## config.mk

```make
export PLATFORM = sky130hd
export DESIGN_NAME = als_sample_scheduler
export DESIGN_NICKNAME = d
export VERILOG_FILES = /design/src/rtl/als_sample_scheduler.sv
export SDC_FILE = /design/constraint.sdc
export NUM_CORES = 1
export LEC_CHECK = 0
export BUFFER_PORTS_ARGS = -buffer_cell sky130_fd_sc_hd__buf_2
export CAP_MARGIN = 30
export CORE_ASPECT_RATIO = 1.1
export CORE_MARGIN = 2
export CORE_UTILIZATION = 58
export CTS_CLUSTER_SIZE = 20
export DETAILED_ROUTE_END_ITERATION = 10
export GPL_ROUTABILITY_DRIVEN = 1
export MAX_ROUTING_LAYER = met4
export PLACE_DENSITY = 0.9
export SYNTH_ARGS = -nofsm -noshare
export SYNTH_HDL_FRONTEND = slang
export SYNTH_SLANG_ARGS = --single-unit
```

## constraint.sdc

```tcl
create_clock -name clock -period 2.2 [get_ports clock]
set_input_delay 0 -clock clock [delete_from_list [all_inputs] [get_ports clock]]
set_output_delay 0 -clock clock [all_outputs]
set_load 0.01 [all_outputs]
```

## src/rtl/als_sample_scheduler.sv

```systemverilog
// Pmod ALS (ADC081S021) transaction scheduler: generates CS/SCK, shifts in a 16-bit frame,
// and arbitrates periodic ticks against on-demand requests with a single pending slot.
//
// state | meaning
// ------+----------------------------------------------------------
// IDLE  | cs=1, sck=1, waiting for tick/request/pending start
// SETUP | cs=0, sck=1 for CLK_DIV cycles before the first fall
// LOW   | sck=0 for CLK_DIV cycles; sdo settles
// HIGH  | sck=1 for CLK_DIV cycles; sdo sampled on entry
// QUIET | cs=1, busy=1 for QUIET cycles of CS-high gap
module als_sample_scheduler #(
  parameter int CLK_DIV       = 3,
  parameter int SAMPLE_PERIOD = 1200000,
  parameter int QUIET         = 6
) (
  input  logic        clock,
  input  logic        reset,
  input  logic        enable,
  input  logic        request,
  input  logic        sdo,
  output logic        cs,
  output logic        sck,
  output logic        busy,
  output logic        valid,
  output logic [15:0] value,
  output logic [7:0]  light,
  output logic        missed
);

  localparam int PERIOD_W  = $clog2(SAMPLE_PERIOD);
  localparam int TIMER_MAX = (CLK_DIV > QUIET) ? CLK_DIV : QUIET;
  localparam int TIMER_W   = $clog2(TIMER_MAX + 1);

  localparam logic [PERIOD_W-1:0] PERIOD_LAST = PERIOD_W'(SAMPLE_PERIOD - 1);
  localparam logic [TIMER_W-1:0]  DIV_LOAD    = TIMER_W'(CLK_DIV - 1);
  localparam logic [TIMER_W-1:0]  QUIET_LOAD  = TIMER_W'(QUIET - 1);

  typedef enum logic [2:0] {
    ST_IDLE,
    ST_SETUP,
    ST_LOW,
    ST_HIGH,
    ST_QUIET
  } state_t;

  state_t              state, state_nxt;
  logic [TIMER_W-1:0]  timer, timer_nxt;
  logic [3:0]          bit_cnt, bit_cnt_nxt;
  logic                pending, pending_nxt;
  logic [15:0]         shift;
  logic [PERIOD_W-1:0] period_cnt;
  logic                tick;
  logic                src;
  logic                timer_done;
  logic                sample_edge;
  logic                frame_done;

  // Free-running period counter; never stalled by transactions or enable.
  always_ff @(posedge clock or posedge reset) begin
    if (reset) begin
      period_cnt <= '0;
    end else if (period_cnt == PERIOD_LAST) begin
      period_cnt <= '0;
    end else begin
      period_cnt <= period_cnt + PERIOD_W'(1);
    end
  end

  assign tick       = (period_cnt == PERIOD_LAST) & enable;
  assign src        = tick | request;
  assign timer_done = (timer == '0);

  always_comb begin
    state_nxt   = state;
    timer_nxt   = timer_done ? timer : timer - TIMER_W'(1);
    bit_cnt_nxt = bit_cnt;
    pending_nxt = pending;
    missed      = 1'b0;
    sample_edge = 1'b0;
    frame_done  = 1'b0;

    case (state)
      ST_IDLE: begin
        if (src | pending) begin
          state_nxt   = ST_SETUP;
          timer_nxt   = DIV_LOAD;
          bit_cnt_nxt = 4'd15;
          pending_nxt = 1'b0;
        end
      end
      ST_SETUP: begin
        if (timer_done) begin
          state_nxt = ST_LOW;
          timer_nxt = DIV_LOAD;
        end
      end
      ST_LOW: begin
        if (timer_done) begin
          state_nxt   = ST_HIGH;
          timer_nxt   = DIV_LOAD;
          sample_edge = 1'b1;
        end
      end
      ST_HIGH: begin
        if (timer_done) begin
          if (bit_cnt == 4'd0) begin
            state_nxt  = ST_QUIET;
            timer_nxt  = QUIET_LOAD;
            frame_done = 1'b1;
          end else begin
            state_nxt   = ST_LOW;
            timer_nxt   = DIV_LOAD;
            bit_cnt_nxt = bit_cnt - 4'd1;
          end
        end
      end
      ST_QUIET: begin
        if (timer_done) begin
          state_nxt = ST_IDLE;
        end
      end
      default: begin
        state_nxt = ST_IDLE;
      end
    endcase

    // Starts arriving mid-transaction collapse into one pending slot.
    if ((state != ST_IDLE) && src) begin
      pending_nxt = 1'b1;
      missed      = pending;
    end
  end

  always_ff @(posedge clock or posedge reset) begin
    if (reset) begin
      state   <= ST_IDLE;
      timer   <= '0;
      bit_cnt <= '0;
      pending <= 1'b0;
      shift   <= '0;
      value   <= '0;
      light   <= '0;
      valid   <= 1'b0;
      cs      <= 1'b1;
      sck     <= 1'b1;
      busy    <= 1'b0;
    end else begin
      state   <= state_nxt;
      timer   <= timer_nxt;
      bit_cnt <= bit_cnt_nxt;
      pending <= pending_nxt;
      valid   <= frame_done;
      if (sample_edge) begin
        shift <= {shift[14:0], sdo};
      end
      if (frame_done) begin
        value <= shift;
        light <= shift[12:5];
      end
      cs   <= (state_nxt == ST_IDLE) || (state_nxt == ST_QUIET);
      sck  <= (state_nxt != ST_LOW);
      busy <= (state_nxt != ST_IDLE);
    end
  end

endmodule
```

==> run metrics, run 1 <==
layout cells sized above 1 between 20% and 30%; chip width approximately 76 um; Worst Hold Depth 3; Slew Limit Headroom between 50 and 60%; worst hold endpoint state[0]$_DFF_PP0_; CTS Buf Count 9; vias in the first global route between 2000 and 2500; routed via count 2218; commonest non-fill, non-tap cell in the layout dfrtp_1; initial DRC count around 230; gpl congestion slightly below 0.9; synthesis-to-layout area growth 13.9%; Clock Skews 0.0110 ns; initial core utilization around three fifths; diode count 0; RSZ-0062 raised after global routing no; dpl cell area approximately 3500 sq um; WP data arrival roughly 2.3 ns; DP HPWL about 4200 um; Tot GR Track Use between 20% and 30%; die area ~6300 sq um; simple-gate share of the synthesized area 16.5%; worst-margin pin slew between 0.6 and 0.7 ns; Pwr Total ~3.6 mW; H-tree levels 3; CTS tree done; Synth Area in Adders under 10%; clk sink count 68; num ports 34; Syn Std Cell Area roughly 3300 sq um; ANT nets after route 0; hold crit path type primary input to flop; CP max FO 11; hold wc startpoint request; Clock Tree Root clkbuf_8; commonest register cell after synthesis dfrtp_1; Clock Latency Late Sink between 0.3 and 0.4 ns; DRC Markers 0; total negative slack 0 ns; crit path from timer[0]$_DFF_PP0_; Leak approximately 1.8 nW; postcts setup bufs 0; fin nets 320; DR vias/cell roughly 5.7; Critical Path RT roughly 2.4 ns; TritonRoute pass-1 iters 4; Crit. End Element flop; FP Rows 28; initial antenna violation count 0; Fin. Hold Viols 0; synthesized area per cell ~12 sq um; mux cell area share after synthesis 14.4%; # setup viols final 0; XOR/XNOR share of the synthesized area under 10%; Worst-path clk slew ~0.070 ns; outcome complete, no violations; Worst Path Class, Setup flop to flop; compound-gate portion of the synthesized area around 6.4%; CP Launch Type flop; async set-or-reset flop fraction in the synthesized netlist 100%; EDFF count, synth 0; max-slew violations 0; PortBufs 33; Worst VDD drop about 570 uV; die span in y between 80 and 90 um; largest net degree at the start of global routing 30; Max Fclk about 480 MHz; max_cap viols 0; FF-to-FF path depth 7; Mapped Nets ~280; Cell variety after synth 56; register area share after synthesis 51.4%; GR Overflow Total 0; dominant combinational cell family by area after synthesis simple AND/OR/NAND/NOR gates; Final Cell Area 3770 sq um; Post-Synthesis Cells 271; YS warnings 0; fin crit period around 2.1 ns; Max Root-Sink Buffers 2; first-pass GRT wire length around 11000 um; pwr/cell area slightly below 1000 nW/um^2; final WL 6320 um; Core Util, Final between 60 and 70%; core area 5470 sq um; DR WL/cell 16.2 um; flops & latches, synth between 60 and 70; reg-to-reg endpoint value[15]$_DFFE_PP0P_; most frequent cells in the layout dfrtp_1 (66), buf_2 (33), nor2_1 (22); final period utilization around 95%; reg2reg start timer[0]$_DFF_PP0_; Reg2Reg Setup Slack approximately 0.11 ns
synth_stat cells (all sizes together) (2+ instances only):
| library cell | n | area share (%) |
|---|---|---|
| clkbuf | 2 | 0.23 |
| buf | 14 | 3.5 |
| nand2 | 13 | 1.5 |
| a31oi | 2 | 0.38 |
| nor3b | 2 | 0.60 |
| xor2 | 8 | 2.1 |
| nand3 | 10 | 1.5 |
| nand2b | 2 | 0.38 |
| nor4 | 6 | 2.4 |
| and4 | 4 | 1.1 |
| o21ai | 10 | 1.6 |
| mux2i | 3 | 0.91 |
| nor3 | 4 | 0.60 |
| ha | 5 | 1.9 |
| dfstp | 2 | 1.6 |
| and3 | 4 | 0.76 |
| nand4 | 8 | 1.5 |
| xnor2 | 10 | 2.6 |
| or3 | 4 | 0.76 |
| nor4b | 2 | 0.72 |
| a21oi | 4 | 0.60 |
| nor2b | 2 | 0.38 |
| mux2 | 33 | 13 |
| inv | 7 | 0.87 |
| o31a | 2 | 0.53 |
| nand3b | 2 | 0.57 |
| o21a | 3 | 0.68 |
| dfrtp | 66 | 50 |
| nor2 | 23 | 2.7 |
critical path: stages (launching register included):
cell     delay [ns]
dfrtp_1        0.37
inv_1          0.11
ha_1           0.22
nor2b_2        0.24
inv_4          0.10
nor4_4         0.31
buf_4          0.28
mux2_1         0.34
where the power goes:
part / switching (mW) / internal, mW
Clock: 0.483 / 0.666
Combinational: 0.474 / 0.436
Sequential: 0.147 / 1.42
kinds of logic (layout without fill, tap and decap cells):
family | after synthesis | count (layout)
adders and majority gates | 5 | 5
AOI/OAI and AO/OA | 31 | 31
muxes | 36 | 36
buffers and inverters | 23 | 67
DFF | 68 | 68
xor gates and xnor gates | 18 | 18
and+or+nand+nor | 90 | 90
registers in the layout, indices dropped and copies added, names as in the netlist:
register	flops
value	16
busy	1
shift	16
valid	1
sck	1
state	3
bit_cnt	4
cs	1
timer	3
pending	1
period_cnt	21
layer usage:
layer | global-route usage (%) | vias to the layer above | part of all wire, %
met5 | - | - | 0
met4 | 8.10 | 0 | 2.0
met3 | 6.20 | 14 | 3.5
met2 | 34.5 | 59 | 49
met1 | 28.5 | 1097 | 45
li1 | - | 1048 | -
stage by stage:
step,worst slack [ns],std cells,hold slack [ns]
after floorplan,0.347,271,0.147
after global routing,0.0147,390,0.0822
after detailed placement,0.120,371,0.00890
after CTS,0.0258,390,0.0669
after global placement,0.263,371,0.00386
final,0.112,390,0.0733
how the worst max path moves through the flow:
stage and end:
2_1_floorplan value[10]$_DFFE_PP0P_, 3_3_place_gp value[15]$_DFFE_PP0P_, 3_5_place_dp value[15]$_DFFE_PP0P_, 4_1_cts value[15]$_DFFE_PP0P_, 5_1_grt missed, 6_report value[15]$_DFFE_PP0P_
what timing repair did:
item,4_1_cts,5_1_grt
hold endpoints to repair,20,0
resized for setup,0,2
hold buffers,3,0
endpoints found under the setup margin,0,16
area by class of cell:
| type | count | area [sq um] |
|---|---|---|
| inverter | 7 | 28.8 |
| tap | 75 | 93.8 |
| sequential | 68 | 1700 |
| clock buffer | 10 | 138 |
| timing repair buffer | 44 | 255 |
| multi-input combinational | 180 | 1470 |
| fill | 398 | 1690 |
| clock inverter | 6 | 87.6 |
Note: power is estimated with default switching activity, not from simulation.
==> inputs of run 2 (changes only) <==
- ABC_AREA: default -> 1
- CORE_UTILIZATION: 58 -> 59
- PLACE_DENSITY: 0.9 -> 0.91
==> run 2 against run 1 <==
Against the previous run:
- critical path depth increased by 1
- global-route usage increased by 0.23 points
- register-to-register slack improved by 0.29 ns
- non-clock buffer count decreased by 7
- utilization increased by 0.81 points
- die area decreased by 0.55%
- critical path type is now flop to primary output
==> run metrics, run 2 <==
outcome complete, no violations; post-synth top area share 49.3% (-0.56 points); worst-margin pin slew 0.468 ns (-0.159 ns); EDFF count, synth 0 (unchanged); Pwr Total 3.90 mW (+7.5%); worst hold endpoint pending$_DFFE_PP0P_; fin crit period 1.97 ns (-0.121 ns); Core Util, Final 69.9% (+0.81 points); die span in y 83.0 um (-0.28%); Post-Synthesis Cells 384 (+42%); Leak 1.93 nW (+5.0%); postcts setup bufs 0 (unchanged); Max Fclk 508 MHz (+6.1%); largest net degree at the start of global routing 58 (+93%); dpl cell area 3550 sq um (+1.2%); final period utilization 89.4% (-5.5 points); final WL 6310 um (about the same); max_cap viols 0 (unchanged); die area 6300 sq um (-0.55%); first-pass GRT wire length 10700 um (-0.25%); YS warnings 0 (unchanged); hold crit path type primary input to flop; ANT nets after route 0 (unchanged); CP Launch Type flop; flops & latches, synth 68 (unchanged); layout cells sized above 1 20.6% (-9.0 points); Mapped Nets 394 (+40%); Worst VDD drop 862 uV (+51%); Largest Register period_cnt; num ports 34 (unchanged); Cell Count, Final, Fillers Out 498 (+28%); CTS Buf Count 9 (unchanged); gpl congestion 0.931 (+6.3%); commonest register cell after synthesis dfrtp_1; Worst Path Class, Setup flop to primary output; Tot GR Track Use 22.6% (+0.23 points); FF-to-FF path depth 8 (+1); initial antenna violation count 0 (unchanged); Clock Latency Late Sink 0.34 ns (about the same); DR WL/cell 12.7 um (-22%); # setup viols final 0 (unchanged); FP Rows 28 (unchanged); max-slew violations 0 (unchanged); TritonRoute pass-1 iters 6 (+2); routed via count 2617 (+18%); vias in the first global route 2480 (+14%); Fin. Hold Viols 0 (unchanged); async set-or-reset flop fraction in the synthesized netlist 100% (unchanged); Cell variety after synth 39 (-30%); synthesized area per cell 8.73 sq um (-29%); Largest regs period_cnt x21, shift x16, value x16; Clock Tree Root clkbuf_8; total negative slack 0 ns (unchanged); Crit. End Element primary output; clk sink count 68 (unchanged); commonest cells in the netlist nand2_1 (81), dfrtp_1 (66), inv_1 (61), nor2_1 (26), o21ai_0 (25); Critical Path RT 2.20 ns (-0.23 ns); PortBufs 33 (unchanged); cell with the most instances after synthesis nand2_1; pwr/cell area 1030 nW/um^2 (+6.9%); CTS tree done; fill cell count 373 (-6.3%); reg-to-reg endpoint value[2]$_DFFE_PP0P_; synthesis-to-layout area growth 13.2%; Worst Hold Depth 5 (+2); Slew Limit Headroom 68.8% (+11 points); chip width 75.9 um (-0.27%); CP Cell Sequence ha_1, nand2_2, nor2_4, nand2_2, nor2_4, nand3_4, a211oi_2, buf_2; DR vias/cell 5.26 (-7.6%); Worst-path clk slew 0.07 ns (about the same); critical path's largest stage delay 0.42 ns (+0.05 ns); fin nets 428 (+34%); CP max FO 6 (-5); register area share after synthesis 50.9% (-0.58 points); Syn Std Cell Area 3350 sq um (+1.1%); WP data arrival 1.97 ns (-0.35 ns); commonest non-fill, non-tap cell in the layout nand2_1; Synth area leaders dfrtp_1 (49%), nand2_1 (9.1%), inv_1 (6.8%); reg2reg start bit_cnt[0]$_DFFE_PP0P_; hold wc startpoint request; diode count 0 (unchanged); DRC Markers 0 (unchanged); initial core utilization 61.7% (+1.1 points); Max Root-Sink Buffers 2 (unchanged); DP HPWL 4630 um (+9.6%); initial DRC count 230 (-0.86%); max FFs per register 21 (unchanged); Clock Skews 0.00919 ns (-0.00177 ns); Synth area leader dfrtp_1; Final Cell Area 3790 sq um (+0.53%); GR Overflow Total 0 (unchanged); Reg2Reg Setup Slack 0.40 ns (+0.29 ns); placed cells 480 (+29%); core area 5430 sq um (-0.64%); Crit-path slowest cell dfrtp_1; most frequent cells in the layout nand2_1 (81), dfrtp_1 (66), inv_1 (60); RSZ-0062 raised after global routing no; H-tree levels 3 (unchanged)
## run 2: cell count changes after synthesis, moves of 6 or more
cell,change
nand2_1,+68
inv_1,+55
xnor2_1,-8
nand2_2,+9
o21ai_1,+14
mux2_1,-12
nor2_4,+6
o21ai_0,+19
mux2_4,-20
## run 2: final cells by class
cell class | count | area, sq um | area share, %
sequential | 68 | 1700 | 44.9
multi-input combinational | 238 | 1330 | 34.9
inverter | 64 | 240 | 6.33
timing repair buffer | 37 | 213 | 5.61
clock buffer | 12 | 145 | 3.83
tap | 75 | 93.8 | 2.47
clock inverter | 4 | 72.6 | 1.91
## run 2: where the power goes
| group | internal (mW) | switching, mW | leakage (nW) | total [mW] |
|---|---|---|---|---|
| Combinational | 0.426 | 0.759 | 0.934 | 1.19 |
| Sequential | 1.47 | 0.127 | 0.886 | 1.59 |
| Clock | 0.668 | 0.453 | 0.107 | 1.12 |
## run 2: logic make-up (layout without fill, tap and decap cells)
logic type | Yosys count | count (layout) | synth area share [%]
buf+inv | 78 | 117 | 9.75
flops | 68 | 68 | 50.9
fa+ha+maj | 5 | 5 | 1.87
compound gates | 57 | 57 | 9.04
xor+xnor | 8 | 8 | 2.09
simple gates | 168 | 168 | 26.4
## run 2: worst max path at each step
| stage | from | endpoint | depth (start not counted) |
|---|---|---|---|
| 2_1_floorplan | reset | bit_cnt[0]$_DFFE_PP0P_ | 1 |
| 3_3_place_gp | bit_cnt[0]$_DFFE_PP0P_ | value[4]$_DFFE_PP0P_ | 8 |
| 3_5_place_dp | bit_cnt[0]$_DFFE_PP0P_ | value[1]$_DFFE_PP0P_ | 8 |
| 4_1_cts | period_cnt[0]$_DFF_PP0_ | missed | 8 |
| 5_1_grt | period_cnt[0]$_DFF_PP0_ | missed | 8 |
| 6_report | period_cnt[0]$_DFF_PP0_ | missed | 8 |
## run 2: layer usage
| layer | up-vias | share of wire, % | track usage, % |
|---|---|---|---|
| met4 | 0 | 3.0 | 11.5 |
| li1 | 1280 | - | - |
| met1 | 1243 | 44 | 29.0 |
| met2 | 73 | 50 | 33.2 |
| met3 | 21 | 3.8 | 4.85 |
| met5 | - | 0 | - |
## run 2: timing repair
item | 4_1_cts | 5_1_grt
gates resized for setup | 0 | 1
endpoints found under the hold margin | 67 | 0
hold buffers | 2 | 0
setup endpoints to repair | 0 | 1
## run 2: critical path: cells and delay by family (launching register included)
family,cells,cell delay [ns]
DFF,1,0.42
buffers and inverters,1,0.16
AOI/OAI and AO/OA,1,0.21
and+or+nand+nor,5,0.59
adders and majority gates,1,0.23
## run 2: per-stage QoR
step	setup WS [ns]	hold slack [ns]
2_1_floorplan	0.492	0.159
3_3_place_gp	0.469	-0.0424
3_5_place_dp	0.445	-0.0444
4_1_cts	0.153	0.0795
5_1_grt	0.111	0.135
6_report	0.233	0.0970
